### config.mk
export PLATFORM = sky130hd
export DESIGN_NAME = seq_pp_mult
export DESIGN_NICKNAME = d
export VERILOG_FILES = /design/src/rtl/mult_pkg.sv /design/src/rtl/sign_mag_conv.sv /design/src/rtl/seq_pp_mult.sv
export SDC_FILE = /design/constraint.sdc
export NUM_CORES = 1
export LEC_CHECK = 0
export ABC_AREA = 1
export CORE_MARGIN = 4
export CORE_UTILIZATION = 35
export DETAILED_ROUTE_END_ITERATION = 10
export SYNTH_ARGS = -nofsm -noshare
export SYNTH_HDL_FRONTEND = slang
export SYNTH_SLANG_ARGS = --single-unit
### constraint.sdc
create_clock -name clk -period 2.4 [get_ports clk]
set_input_delay 0.48 -clock clk [delete_from_list [all_inputs] [get_ports clk]]
set_output_delay 0.48 -clock clk [all_outputs]
set_load 0.02 [all_outputs]
### src/rtl/mult_pkg.sv
// mult_pkg: shared FSM state type and counter-width helper for the sequential multipliers
package mult_pkg;

    typedef enum logic [1:0] {
        IDLE = 2'd0,
        CALC = 2'd1,
        DONE = 2'd2
    } state_e;

    // Bits needed for a counter running 0..w-1.
    function automatic int cnt_width(input int w);
        return (w <= 2) ? 1 : $clog2(w);
    endfunction

endpackage

### src/rtl/sign_mag_conv.sv
// sign_mag_conv: two's-complement to magnitude conversion of operands and final conditional negation
//   sgn_i          treat a_i/b_i as signed
//   a_i, b_i       raw operands
//   neg_i, acc_i   stored result sign and unsigned accumulator
//   a_mag_o/b_mag_o magnitudes (most-negative value maps to 2^(W-1), still fits W bits unsigned)
//   sign_o         sign of the product
//   res_o          acc_i, negated when neg_i
module sign_mag_conv #(
    parameter int W = 4
) (
    input  logic           sgn_i,
    input  logic [W-1:0]   a_i,
    input  logic [W-1:0]   b_i,
    input  logic           neg_i,
    input  logic [2*W-1:0] acc_i,
    output logic [W-1:0]   a_mag_o,
    output logic [W-1:0]   b_mag_o,
    output logic           sign_o,
    output logic [2*W-1:0] res_o
);
    always_comb begin
        a_mag_o = (sgn_i && a_i[W-1]) ? -a_i : a_i;
        b_mag_o = (sgn_i && b_i[W-1]) ? -b_i : b_i;
        sign_o  = sgn_i && (a_i[W-1] ^ b_i[W-1]);
        res_o   = neg_i ? -acc_i : acc_i;
    end
endmodule

### src/rtl/seq_pp_mult.sv
// seq_pp_mult: sequential shift-add multiplier, one multiplier bit per cycle, valid/ready handshakes
//   clk, rst              clock, synchronous active-high reset
//   in_valid/in_ready     operand handshake (a, b, is_signed)
//   out_valid/out_ready   product handshake (p, 2W bits, zero when not valid)
//   busy                  FSM not in IDLE
module seq_pp_mult
    import mult_pkg::*;
#(
    parameter int W         = 4,
    parameter bit SIGNED_EN = 1
) (
    input  logic           clk,
    input  logic           rst,
    input  logic           in_valid,
    output logic           in_ready,
    input  logic [W-1:0]   a,
    input  logic [W-1:0]   b,
    input  logic           is_signed,
    output logic           out_valid,
    input  logic           out_ready,
    output logic [2*W-1:0] p,
    output logic           busy
);
    localparam int CW = cnt_width(W);

    state_e         state_q, state_d;
    logic [W-1:0]   a_q, a_d, b_q, b_d;
    logic           sign_q, sign_d;
    logic [2*W-1:0] acc_q, acc_d;
    logic [CW-1:0]  cnt_q, cnt_d;

    logic           sgn_en, sign_in, accept, last;
    logic [W-1:0]   a_mag, b_mag;
    logic [2*W-1:0] pp, res;

    assign sgn_en = SIGNED_EN && is_signed;

    sign_mag_conv #(.W(W)) u_conv (
        .sgn_i   (sgn_en),
        .a_i     (a),
        .b_i     (b),
        .neg_i   (sign_q),
        .acc_i   (acc_q),
        .a_mag_o (a_mag),
        .b_mag_o (b_mag),
        .sign_o  (sign_in),
        .res_o   (res)
    );

    always_comb begin
        accept  = in_valid && state_q == IDLE;
        last    = cnt_q == CW'(W - 1);
        pp      = b_q[cnt_q] ? ({{W{1'b0}}, a_q} << cnt_q) : '0;
        state_d = accept                        ? CALC :
                  (state_q == CALC && last)     ? DONE :
                  (state_q == DONE && out_ready) ? IDLE : state_q;
        a_d     = accept ? a_mag : a_q;
        b_d     = accept ? b_mag : b_q;
        sign_d  = accept ? sign_in : sign_q;
        acc_d   = accept ? '0 : (state_q == CALC) ? acc_q + pp : acc_q;
        cnt_d   = (accept || last) ? '0 : (state_q == CALC) ? cnt_q + CW'(1) : cnt_q;
    end

    always_ff @(posedge clk) begin
        if (rst) begin
            state_q <= IDLE;
            a_q     <= '0;
            b_q     <= '0;
            sign_q  <= 1'b0;
            acc_q   <= '0;
            cnt_q   <= '0;
        end else begin
            state_q <= state_d;
            a_q     <= a_d;
            b_q     <= b_d;
            sign_q  <= sign_d;
            acc_q   <= acc_d;
            cnt_q   <= cnt_d;
        end
    end

    assign in_ready  = state_q == IDLE;
    assign busy      = state_q != IDLE;
    assign out_valid = state_q == DONE;
    assign p         = out_valid ? res : '0;
endmodule
## Word-level counts from Yosys, hierarchy flattened

Index checks and enable logic that the tools add are counted.

| cells by class | value |
|---|---|
| equal/unequal tests | 3 |
| muxes and demuxes | 10 |
| add/sub/neg operators | 5 |
| magnitude comparators | 1 |
| shift operators | 1 |
| reduce and logical (&&, ||, !) cells | 13 |
| bitwise logic cells | 1 |

Operators with widths:

| kind | count |
|---|---|
| 8-bit 2-to-1 mux | 3 |
| 8-bit adder | 1 |
| 4-bit 2-to-1 mux | 2 |
| 4-bit negator | 2 |
| 8-bit negator | 1 |
| 4-bit by 2-bit left shift with 8-bit output | 1 |
| 1-bit logical AND | 6 |
| 2-bit == test (second input constant) | 2 |
| 2-bit 2-to-1 mux | 2 |
| 2-bit nonzero test | 2 |
| 2-bit OR reduction | 2 |
| 2-bit by 3-bit less-than comparator with 1-bit output (second input constant) | 1 |
| 3-bit nonzero test | 1 |
| 2-bit by 1-bit adder with 2-bit output (second input constant) | 1 |
| 1-bit binary-select mux with 2-bit select | 1 |
| 2-bit by 1-bit == test with 1-bit output (second input constant) | 1 |
| 2-bit zero test | 1 |
| 1-bit 2-to-1 mux | 2 |
| 1-bit logical OR | 1 |
| 1-bit XOR | 1 |

| word-level totals | value |
|---|---|
| output and inout bits | 11 |
| input bits | 13 |
| logic and storage cells | 41 |
| flip-flop bits (word level) | 21 |

## Depth between registers and ports, before layout

| depth | value |
|---|---|
| depth after elaboration | 5 |
| depth in mapped cells | 16 |
| mapped depth without buffers | 16 |

## Modules after synthesis

Synthesis repeated with hierarchy kept, for this count alone.

| unflattened totals | value |
|---|---|
| cell total of the unflattened synthesis | 275 |
| area, all modules | 1711.6 µm² |

By module, submodules not included:

| module | sequential area each (µm²) | area each (µm²) | instances | cells an instance |
|---|---|---|---|---|
| seq_pp_mult | 420.4 | 1366.3 | 1 | 211 |
| sign_mag_conv | 0.0 | 345.3 | 1 | 64 |

## Worst setup path after synthesis

No wires, ideal clock.

| timing path | value |
|---|---|
| kind | register to register |
| from | register cnt_q[0] |
| to | register acc_q[7] |
| setup time | 0.115 ns |
| data required time | 2.285 ns |
| period minus slack after synthesis | 1.954 ns |
| path buffers | 1 |
| cell stages (with the launch flop) | 12 |
| slack | 0.446 ns |
| arrival time | 1.839 ns |
| path through | dfxtp_1 > buf_2 > o21ai_0 > nand2_1 > nand2_1 > inv_1 > ha_1 > or2_2 > nand3_1 > nand2_1 > a21oi_1 > nor2_1 |

| between the ends | value |
|---|---|
| word-level cells in the longest chain between the ends | 4 |
| elaborated cells between the ends (all ways) | 5 |
| classes of those cells | add/sub: 1; shift: 1; mux: 3 |

RTL lines:

| element | RTL line | RTL |
|---|---|---|
| from (decl) | seq_pp_mult.sv:30 | `logic [CW-1:0] cnt_q, cnt_d;` |
| from (signal assigned) | seq_pp_mult.sv:78 | `cnt_q <= cnt_d;` |
| 1-bit binary-select mux with 2-bit select | seq_pp_mult.sv:53 | `pp = b_q[cnt_q] ? ({{W{1'b0}}, a_q} << cnt_q) : '0;` |
| 1-bit 2-to-1 mux (implied by the code) | seq_pp_mult.sv:53 |  |
| 8-bit 2-to-1 mux (*) | seq_pp_mult.sv:53 |  |
| 8-bit adder (*) | seq_pp_mult.sv:60 | `acc_d = accept ? '0 : (state_q == CALC) ? acc_q + pp : acc_q;` |
| to (signal assigned) | seq_pp_mult.sv:70 | `acc_q <= '0;` |
| to (signal assigned) | seq_pp_mult.sv:77 | `acc_q <= acc_d;` |
| to (decl) | seq_pp_mult.sv:29 | `logic [2*W-1:0] acc_q, acc_d;` |

Mark *: on every way between the ends. The rest lies on a longest branch, timed or not. The select of a mux whose other input is x is not followed.
A chain may end at the register's enable or synchronous reset.

## Final worst setup path

| timing path | value |
|---|---|
| from | register acc_q[1] |
| to | output p[6] |

| between the ends | value |
|---|---|
| word-level cells in the longest chain between the ends | 3 |

RTL lines:

| element | RTL line | RTL |
|---|---|---|
| 8-bit negator | sign_mag_conv.sv:25 | `res_o = neg_i ? -acc_i : acc_i;` |
| 8-bit 2-to-1 mux | sign_mag_conv.sv:25 |  |
| 8-bit 2-to-1 mux | seq_pp_mult.sv:85 | `assign p = out_valid ? res : '0;` |
| to (decl) | seq_pp_mult.sv:21 | `output logic [2*W-1:0] p,` |

Every way passes these cells.

==> flow_summary.yaml <==
floorplanning:
  die-area_sq_mm: 0.00562
  die_h_um: 75.0
  core_sq_mm: 0.00435
  die_w_um: 75.0
  initial_core_util_pct: 36.1
  io_pins: 24
  rows: 24
critical_path:
  rrSetupSlack_ns: 0.23
  timing.rr.start: "cnt_q[0]$_SDFFE_PP0P_"
  cp-end-kind: "output port"
  crit_type: "flip-flop to output port"
  cp_data_arrival_time_ns: 1.76
  cp_max_fo: 5
  worstSetupStartpoint: "acc_q[1]$_SDFFE_PP0P_"
  start_kind: "flip-flop"
  crit_required_ns: 1.92
  path_buf_inv: 2
  crit_top_cell: "nand3_1"
  slowest_delay_ns: 0.33
  crit_path_cell_trace: "inv_1 > ha_1 > nand3_1 > nand3b_1 > nand3_1 > nand2_1 > nor2_1 > dlygate4sd2_1"
  cp_top_family: "simple AND/OR/NAND/NOR gates"
  critPathSlowestCell: "dfxtp_1"
  reg2reg_to: "acc_q[7]$_SDFFE_PP0P_"
  rr_worst_depth: 11
cts:
  htree_levels: 1
  clock_path_buffers: 2
  cts_sinks: 21
  worstSkewPairLatency_ns: 0.27
  numCtsBuffers: 3
  cts.clk_slew.worst_paths_ns: 0.08
  cts_setup_buffers: 0
  clockRootBuffer: "clkbuf_8"
  cts_tree: "done"
synth:
  synth.distinct_cells: 30
  synth-seq-cells: 21
  synthSimpleGateAreaFrac_pct: 28.4
  yosys_warnings: 0
  synth_xor_area_share_pct: 1.67
  synthAdderAreaFrac_pct: 10.0
  muxShareOfSynthArea_pct: 0
  seq_area_frac_synth_pct: 26.8
  syn_area_sq_mm: 0.00157
  synth_top_cell_area_share_pct: 26.8
  synthTopCellsByArea: "dfxtp_1 (27%), inv_1 (11%), nand2_1 (11%), ha_1 (8.8%), a21oi_1 (6.4%)"
  synth_area_per_cell_sq_um: 6.49
  synth_compound_area_share_pct: 19.7
  synth_top_family_by_area: "simple AND/OR/NAND/NOR gates"
  netlist_instances: 242
  syn-num-nets: 267
  yosysTopAreaCell: "dfxtp_1"
placement:
  gp_congestion: 0.845
  dp_hpwl_um: 2950
  dp_cells: 316
  io_buffers: 23
global_routing:
  grt_max_degree: 15
  gr-total-overflow: 0
  grt_usage_pct: 14.3
  grt_pass1_vias: 1407
  grt_pass1_wl_um: 6140
  antenna_found_initial: 0
min_path:
  hp-class: "flip-flop to flip-flop"
  hold_end: "b_q[2]$_SDFFE_PP0P_"
  min_from: "b_q[2]$_SDFFE_PP0P_"
  hold_depth: 2
sta:
  clock.fmax_ghz: 0.446
  rsz0062_at_grt: "false"
  tightest_slew_ns: 0.375
  slew_headroom_pct: 75.0
  tns_ns: 0
  slew_viol_final: 0
  setup_violations: 0
  finalHoldViolations: 0
  clock_skew_ns: 0.00569
  final.period_utilization_pct: 93.5
  final.min_clock_period_ns: 2.24
  hold_ws_ns: 0.471
power_and_ir_drop:
  power_density_mw_per_mm2: 442
  p_leak_nw: 0.955
  ir_drop_v: 0.000171
drt:
  wl_per_cell_um: 11.3
  via_per_inst: 4.77
  drc: 0
  drt_pass1_iterations: 4
  final_antenna_net_count: 0
  drt_iter0_drc: 80
  drt_wl_total_um: 3620
  num_vias: 1527
layout:
  fin_util_pct: 43.9
  layout-drive-gt1-share_pct: 5.97
  syn2layout_area_growth_pct: 21.8
  nets: 294
  diodes: 0
  final_cells: 320
flow_run:
  drv_cap: 0
status:
  status: "completed"
-- cell usage in the layout, fill, tap and decap left out, types with 11 or more instances in the layout --
master	n
inv_1	48
nand2_1	48
dfxtp_1	21
a21oi_1	20
o21ai_0	20
nand3_1	19
clkdlybuf4s50_1	16
nor2_1	15
ha_1	11
-- repair_timing --
item / in CTS / in global routing
hold endpoints to repair: 0 / 0
gates resized for setup: 5 / 3
hold buffers: 0 / 0
gates cloned: 0 / 0
pin swaps: 0 / 0
setup endpoints to repair: 6 / 3
-- worst register-to-register path, cell delays in order (launching register included) --
cell,delay [ns]
dfxtp_1,0.55
a21oi_1,0.14
o21ai_0,0.12
nand2_1,0.12
nand2_1,0.07
inv_1,0.04
ha_1,0.32
or2_2,0.31
nand3_1,0.14
nand2_1,0.08
a21oi_1,0.12
nor2_1,0.05
-- how the worst max path moves through the flow --
stage | endpoint | depth (start not counted)
2_1_floorplan | acc_q[7]$_SDFFE_PP0P_ | 11
5_1_grt | p[6] | 8
4_1_cts | p[3] | 5
3_3_place_gp | p[6] | 8
6_report | p[6] | 8
3_5_place_dp | p[6] | 8
-- per-stage QoR --
stage	setup WS [ns]	cell area, sq um	power [mW]
2_1_floorplan	0.446	1570	0.539
3_3_place_gp	0.204	1860	0.604
3_5_place_dp	0.153	1860	0.605
4_1_cts	0.00775	1910	0.858
5_1_grt	0.0115	1910	0.903
6_report	0.156	1910	0.845
-- cell families after synthesis --
| logic type | after synthesis |
|---|---|
| XOR/XNOR | 3 |
| buffers and inverters | 53 |
| AO/OA/AOI/OAI | 55 |
| AND/OR/NAND/NOR | 98 |
| flip-flops | 21 |
| adder cells (fa/ha/maj) | 12 |
-- state kept, by name, summed over array words and instances (netlist names) --
register,cells
state_q,2
b_q,4
sign_q,1
acc_q,8
cnt_q,2
a_q,4
-- metal layers --
metal	vias up	share of wire (%)	GRT usage, %
li1	837	-	-
met1	659	47	17.4
met2	24	48	25.3
met3	7	3.3	2.67
met4	0	1.5	4.15
met5	-	0	0
-- where the power goes --
part	internal, mW	switching [mW]	leakage (nW)
sequential	0.370	0.0226	0.171
combinational	0.0828	0.120	0.762
clock	0.118	0.132	0.0217
total	0.570	0.275	0.955
-- synthesized netlist by cell type, drive strengths merged --
library cell,number
nor2,19
or2,1
xor2,3
a31oi,1
fa,1
nand3b,3
o21a,2
a211oi,1
inv,50
o31ai,3
nand3,19
dfxtp,21
a22oi,1
nor3,4
a21oi,20
nand2,50
o21ai,22
buf,3
nand4,2
ha,11
o22ai,2
o211ai,3
-- layout make-up --
| type | count | area [sq um] |
|---|---|---|
| clock buffer | 3 | 41.3 |
| multi-input combinational | 168 | 943 |
| inverter | 50 | 188 |
| timing repair buffer | 25 | 248 |
| sequential | 21 | 420 |
| fill | 482 | 2440 |
| clock inverter | 1 | 7.51 |
| tap | 52 | 65.1 |
(Power assumes the default switching activity.)
